<file path="src/rtl/debug_in_port_pkg.sv">
// Shared constants and types for the debug input port.
package debug_in_port_pkg;

  // CPU register-file address bus width and the debug register address.
  localparam int REG_ADDR_WIDTH = 4;
  localparam logic [REG_ADDR_WIDTH-1:0] R3 = 4'd3;

  // System default for the serial bit period (clk cycles per bit).
  localparam int DBG_CLKS_PER_BIT = 16;

  // Serial receiver states.
  typedef enum logic [2:0] {
    RX_IDLE  = 3'd0,
    RX_START = 3'd1,
    RX_DATA  = 3'd2,
    RX_STOP  = 3'd3,
    RX_BREAK = 3'd4
  } rx_state_e;

endpackage

</file>
<file path="src/rtl/debug_in_port_uart_rx_byte.sv">
// 8N1 serial byte receiver: input synchronizer, framing FSM and shift register.
// byte_valid / frame_err_pulse are asserted during the stop-sample cycle so the
// consumer acts on the same edge at which the stop bit is sampled.
module uart_rx_byte
  import debug_in_port_pkg::*;
#(
  parameter int CLKS_PER_BIT = DBG_CLKS_PER_BIT
) (
  input  logic       clk,
  input  logic       rst_n,
  input  logic       rx,
  output logic       byte_valid,
  output logic [7:0] byte_data,
  output logic       frame_err_pulse
);

  localparam int TW = $clog2(CLKS_PER_BIT);
  localparam logic [TW-1:0] TICK_LAST = TW'(CLKS_PER_BIT - 1);
  localparam logic [TW-1:0] TICK_MID  = TW'(CLKS_PER_BIT / 2 - 1);

  logic          r_rx_meta;
  logic          r_rx_s;
  rx_state_e     r_state;
  logic [TW-1:0] r_tick;
  logic [2:0]    r_bit_idx;
  logic [7:0]    r_shift;
  logic          w_stop_sample;

  // Two-flop synchronizer; resets to the idle (high) line level.
  always_ff @(posedge clk or negedge rst_n) begin
    if (!rst_n) begin
      r_rx_meta <= 1'b1;
      r_rx_s    <= 1'b1;
    end else begin
      r_rx_meta <= rx;
      r_rx_s    <= r_rx_meta;
    end
  end

  // Framing FSM; tick counter restarts on every state transition.
  always_ff @(posedge clk or negedge rst_n) begin
    if (!rst_n) begin
      r_state   <= RX_IDLE;
      r_tick    <= '0;
      r_bit_idx <= 3'd0;
      r_shift   <= 8'h00;
    end else begin
      case (r_state)
        RX_IDLE: begin
          r_tick <= '0;
          if (!r_rx_s) begin
            r_state <= RX_START;
          end else begin
            r_state <= RX_IDLE;
          end
        end
        RX_START: begin
          if (r_tick == TICK_MID) begin
            r_tick    <= '0;
            r_bit_idx <= 3'd0;
            // A start bit that is high again at mid-bit is a glitch.
            r_state   <= r_rx_s ? RX_IDLE : RX_DATA;
          end else begin
            r_tick <= r_tick + 1'b1;
          end
        end
        RX_DATA: begin
          if (r_tick == TICK_LAST) begin
            r_tick  <= '0;
            r_shift <= {r_rx_s, r_shift[7:1]};
            if (r_bit_idx == 3'd7) begin
              r_state <= RX_STOP;
            end else begin
              r_bit_idx <= r_bit_idx + 3'd1;
            end
          end else begin
            r_tick <= r_tick + 1'b1;
          end
        end
        RX_STOP: begin
          if (r_tick == TICK_LAST) begin
            r_tick  <= '0;
            r_state <= r_rx_s ? RX_IDLE : RX_BREAK;
          end else begin
            r_tick <= r_tick + 1'b1;
          end
        end
        RX_BREAK: begin
          // Held-low line: wait for the idle level before rearming.
          r_tick <= '0;
          if (r_rx_s) begin
            r_state <= RX_IDLE;
          end else begin
            r_state <= RX_BREAK;
          end
        end
        default: begin
          r_state <= RX_IDLE;
          r_tick  <= '0;
        end
      endcase
    end
  end

  assign w_stop_sample   = (r_state == RX_STOP) && (r_tick == TICK_LAST);
  assign byte_valid      = w_stop_sample && r_rx_s;
  assign frame_err_pulse = w_stop_sample && !r_rx_s;
  assign byte_data       = r_shift;

endmodule

</file>
<file path="src/rtl/debug_in_port.sv">
// Debug input port: serial receiver feeding a small FIFO whose head byte is
// presented to the CPU as register R3; a load from R3 pops the head.
module debug_in_port
  import debug_in_port_pkg::*;
#(
  parameter int CLKS_PER_BIT = DBG_CLKS_PER_BIT,
  parameter int FIFO_DEPTH   = 4
) (
  input  logic                      clk,
  input  logic                      rst_n,
  input  logic                      rx,
  input  logic                      ld_ce,
  input  logic [REG_ADDR_WIDTH-1:0] addr,
  input  logic                      clear_err,
  output logic [7:0]                debug_reg,
  output logic                      rx_valid,
  output logic                      overflow,
  output logic                      frame_err
);

  localparam int PW = $clog2(FIFO_DEPTH);
  localparam int CW = PW + 1;
  localparam logic [CW-1:0] COUNT_FULL = CW'(FIFO_DEPTH);

  logic          w_byte_valid;
  logic [7:0]    w_byte_data;
  logic          w_frame_err_pulse;
  logic          w_pop;
  logic          w_full;
  logic          w_push_ok;
  logic          w_drop;

  logic [7:0]    r_mem [FIFO_DEPTH];
  logic [PW-1:0] r_wr_ptr;
  logic [PW-1:0] r_rd_ptr;
  logic [CW-1:0] r_count;
  logic          r_overflow;
  logic          r_frame_err;

  uart_rx_byte #(
    .CLKS_PER_BIT(CLKS_PER_BIT)
  ) u_rx (
    .clk            (clk),
    .rst_n          (rst_n),
    .rx             (rx),
    .byte_valid     (w_byte_valid),
    .byte_data      (w_byte_data),
    .frame_err_pulse(w_frame_err_pulse)
  );

  assign rx_valid  = (r_count != '0);
  assign w_full    = (r_count == COUNT_FULL);
  assign w_pop     = ld_ce && (addr == R3) && rx_valid;
  // A simultaneous pop frees the slot, so a push into a full FIFO still lands.
  assign w_push_ok = w_byte_valid && (!w_full || w_pop);
  assign w_drop    = w_byte_valid && w_full && !w_pop;

  // FIFO storage and pointers.
  always_ff @(posedge clk or negedge rst_n) begin
    if (!rst_n) begin
      for (int i = 0; i < FIFO_DEPTH; i++) begin
        r_mem[i] <= 8'h00;
      end
      r_wr_ptr <= '0;
      r_rd_ptr <= '0;
      r_count  <= '0;
    end else begin
      if (w_push_ok) begin
        r_mem[r_wr_ptr] <= w_byte_data;
        r_wr_ptr        <= r_wr_ptr + 1'b1;
      end
      if (w_pop) begin
        r_rd_ptr <= r_rd_ptr + 1'b1;
      end
      if (w_push_ok && !w_pop) begin
        r_count <= r_count + 1'b1;
      end else if (w_pop && !w_push_ok) begin
        r_count <= r_count - 1'b1;
      end else begin
        r_count <= r_count;
      end
    end
  end

  // Sticky error flags; a set event wins over a coincident clear.
  always_ff @(posedge clk or negedge rst_n) begin
    if (!rst_n) begin
      r_overflow  <= 1'b0;
      r_frame_err <= 1'b0;
    end else begin
      if (w_drop) begin
        r_overflow <= 1'b1;
      end else if (clear_err) begin
        r_overflow <= 1'b0;
      end
      if (w_frame_err_pulse) begin
        r_frame_err <= 1'b1;
      end else if (clear_err) begin
        r_frame_err <= 1'b0;
      end
    end
  end

  assign debug_reg = rx_valid ? r_mem[r_rd_ptr] : 8'h00;
  assign overflow  = r_overflow;
  assign frame_err = r_frame_err;

endmodule

</file>
<file path="config.mk">
export PLATFORM = sky130hd
export DESIGN_NAME = debug_in_port
export DESIGN_NICKNAME = d
export VERILOG_FILES = /design/src/rtl/debug_in_port_pkg.sv /design/src/rtl/debug_in_port_uart_rx_byte.sv /design/src/rtl/debug_in_port.sv
export SDC_FILE = /design/constraint.sdc
export NUM_CORES = 1
export LEC_CHECK = 0
export ABC_AREA = 0
export CORE_MARGIN = 5
export CORE_UTILIZATION = 45
export CTS_CLUSTER_DIAMETER = 80
export DETAILED_ROUTE_END_ITERATION = 8
export GPL_TIMING_DRIVEN = 0
export PLACE_DENSITY = 0.76
export SLEW_MARGIN = 20
export SYNTH_ARGS = -nofsm -noshare
export SYNTH_HDL_FRONTEND = slang
export SYNTH_SLANG_ARGS = --single-unit
</file>
<file path="constraint.sdc">
create_clock -name clk -period 2.5 [get_ports clk]
set_clock_uncertainty 0.1 [all_clocks]
set_input_delay 0.5 -clock clk [delete_from_list [all_inputs] [get_ports clk]]
set_output_delay 0.5 -clock clk [all_outputs]
set_load 0.005 [all_outputs]
</file>
==> results.toml <==
[run_status]
outcome = "finished, final reports clean"

[global_route]
grt_util_all_layers_pct = 13.80
grt_max_degree = 50
grt_first_pass_wirelength_microns = 8825
antenna_violations_before_repair = 0
grt.overflow.total = 0
grt_pass1_vias = 1759

[sta]
final-setup-viol-count = 0
finalHoldViolations = 0
postLayoutSetupSlackWorst_ns = 0.04953
fmax_ghz = 0.4081
worstMarginPinSlew_ns = 0.6144
report.final.slew_viol_count = 0
slew-limit-headroom_pct = 58.61
min_period_over_period_pct = 98.02
timing.final.crit_period_ns = 2.450
rsz0062_at_grt = "true"

[logic_synthesis]
synth_fp_nets = 227
synth.distinct_cells = 38
postSynthAreaPerCell_sq_um = 14.07
synth-main-ff-cell = "sky130_fd_sc_hd__dfrtp_1"
postSynth.asyncResetShare_pct = 100.0
synth_seq_cells = 61
synth.largest_area_cell = "sky130_fd_sc_hd__dfrtp_1"
netlist_top_cells_count = "sky130_fd_sc_hd__dfrtp_1 (59), sky130_fd_sc_hd__mux2_2 (36), sky130_fd_sc_hd__nor2_1 (12)"
netlist.area_leader.share_pct = 50.21
synth-edff-count = 0
synth.yosys.seq_area_share_pct = 52.00
synth_cells = 209
mappedNetlistArea_sq_um = 2940
synth.top_cells.by_area = "sky130_fd_sc_hd__dfrtp_1 (50%), sky130_fd_sc_hd__mux2_2 (14%), sky130_fd_sc_hd__mux4_2 (6.1%)"
most_common_cell_in_the_synthesized_netlist = "sky130_fd_sc_hd__dfrtp_1"
yosysWarningCount = 0

[layout]
share_of_cells_above_drive_strength_1_pct = 38.15
final_cell_count_no_fill = 326
area_growth_from_synthesis_to_layout_pct = 20.77
num-nets-final = 262
antennaDiodeCount = 0
fillerInstances = 502

[route]
post_drt_via_cell_ratio = 5.209
detail_route.wl_per_cell_microns = 15.91
routed_wl_microns = 5188
post_route_antenna_net_violation_count = 0
dr.first_iter.drc_count = 89
drt_drc_violations_left = 0
route.vias.total = 1698
drt_first_pass_iters = 4

[clock_network]
cts_num_sinks = 61
cts_max_level = 3
cts-root-buf = "sky130_fd_sc_hd__clkbuf_8"
numCtsBuffers = 9
cts_max_path_buffers = 2
clk-insertion-delay-late_ns = 0.34
tritoncts = "done"
clk_pin_slew_worst_paths_ns = 0.07

[place]
routabilityCongestion = 0.7402
dp_worst_setup_slack_ns = -0.5707
post-dp-hpwl_microns = 3394
placedCellCount = 306
numPortBuffers = 19

[critical_path]
critPathMaxStageDelay_ns = 0.50
critPathLaunchType = "input port"
largest_delay_share_family_worst_path = "simple AND/OR/NAND/NOR gates"
crit_path_max_fanout = 3
path_buf_inv = 2
slowest_stage_cell_crit_path = "sky130_fd_sc_hd__or3_1"
crit_chain = "clkdlybuf4s50_1 -> nand4bb_1 -> or3_1 -> ha_4 -> inv_1 -> fa_1 -> mux2_2"
cp-end-kind = "flip-flop"
cp.required_ns = 2.62
cp_data_arrival_time_ns = 2.58
setup.worst_path.class = "input port to flip-flop"

[min_path]
min_path_type = "flip-flop to flip-flop"

[power]
ir_worst_vdd_uv = 437.8
power.density_cell_area_nw_per_um2 = 729.6
total_leakage_power_nw = 1.705

[floorplanning]
initial_utilization_pct = 46.31
dieArea_sq_um = 8251
boundaryPins = 20
placementRows = 29
die_h_microns = 90.84
floorplan.core_area_sq_um = 6350
die_w_microns = 90.84

[job]
timing.max_cap.violations = 0
[worst register-to-register path, delay by kind of cell, from the launching register on]
kind,cells,cell delay [ns]
simple gates,4,0.85
buf+inv,1,0.05
fa+ha+maj,2,0.52
flops,1,0.45
xor+xnor,2,0.31
[flip-flops by register name, summed over array words and instances, names as in the netlist]
signal and flops:
frame_err 1, r_rd_ptr 2, r_count 3, u_rx.r_rx_meta 1, overflow 1, r_wr_ptr 2, u_rx.r_tick 4, u_rx.byte_data 8
u_rx.r_state 3, u_rx.r_rx_s 1, u_rx.r_bit_idx 3, r_mem 32
[cell type report]
class	count	area, sq um	area share (%)
Clock inverter	4	31.28	0.8809
Sequential cell	61	1530	43.09
Tap cell	77	96.34	2.713
Buffer	6	56.30	1.586
Clock buffer	12	155.1	4.369
Inverter	11	41.29	1.163
Timing Repair Buffer	26	285.3	8.034
Multi-Input combinational cell	129	1355	38.16
[placed cells by master, fill, tap and decap left out, drive strengths merged, types with 4 or more instances in the layout]
master	n
nor2	13
xor2	4
mux4	8
o21ai	4
nor2b	9
dlygate4sd2	4
xnor2	4
nand3	7
buf	13
ha	8
dfrtp	59
clkbuf	13
mux2	45
inv	12
clkdlybuf4s50	10
[metrics by stage]
stage	total power [mW]	cell area [sq um]	hold slack (ns)	setup TNS [ns]	utilization [%]
global placement	1.615	3227	0.2471	-67.67	50.82
global route	2.738	3551	0.2589	-0.06181	55.92
floorplan	1.480	2940	0.1044	0	-
detailed placement	1.643	3257	0.2476	-1.078	51.29
finish	2.591	3551	0.2576	0	55.92
CTS	2.579	3510	0.2578	-0.1262	55.27
[per-layer routing]
| metal | up-vias | track usage [%] | part of all wire (%) |
|---|---|---|---|
| li1 | 813 | - | - |
| met1 | 855 | 18.71 | 47 |
| met2 | 25 | 19.98 | 48 |
| met3 | 5 | 3.667 | 3.5 |
| met4 | 0 | 7.702 | 1.4 |
| met5 | - | 0 | 0 |
[final timing paths]
kind,startpoint,end,slack [ns],cells past startpoint
max,addr[2],r_count[1],0.05,7
max in group asynchronous,rst_n,u_rx.r_rx_meta,1.31,3
max reg2reg,u_rx.r_state[2],r_count[2],0.17,9
min in group asynchronous,rst_n,r_wr_ptr[0],0.45,2
min reg2reg,u_rx.r_rx_meta,u_rx.r_rx_s,0.26,0
min,u_rx.r_rx_meta,u_rx.r_rx_s,0.26,0
[cell families (layout without fill, tap and decap cells)]
family | Yosys count | count (layout) | synth area share, %
and+or+nand+nor | 47 | 47 | 10.47
muxes | 53 | 53 | 24.51
AOI/OAI and AO/OA | 12 | 12 | 3.319
DFF | 61 | 61 | 52.00
adders and majority gates | 9 | 9 | 4.085
buffers and inverters | 19 | 59 | 3.234
xor gates and xnor gates | 8 | 8 | 2.383
[where the power goes]
part	switching (mW)	leakage (nW)	total (mW)	internal [mW]
sequential	0.117	0.832	1.18	1.06
clock	0.400	0.0852	0.817	0.417
combinational	0.273	0.788	0.597	0.325
[repair_timing]
| action | 4_1_cts | 5_1_grt |
|---|---|---|
| resized for setup | 16 | 8 |
| cloned | 1 | 0 |
| hold endpoints to repair | 12 | 0 |
| buffers inserted | 2 | 3 |
| setup endpoints to repair | 11 | 9 |
| pin swaps | 1 | 4 |
| hold buffers | 1 | 0 |
Power figures use the tool's default switching activity.
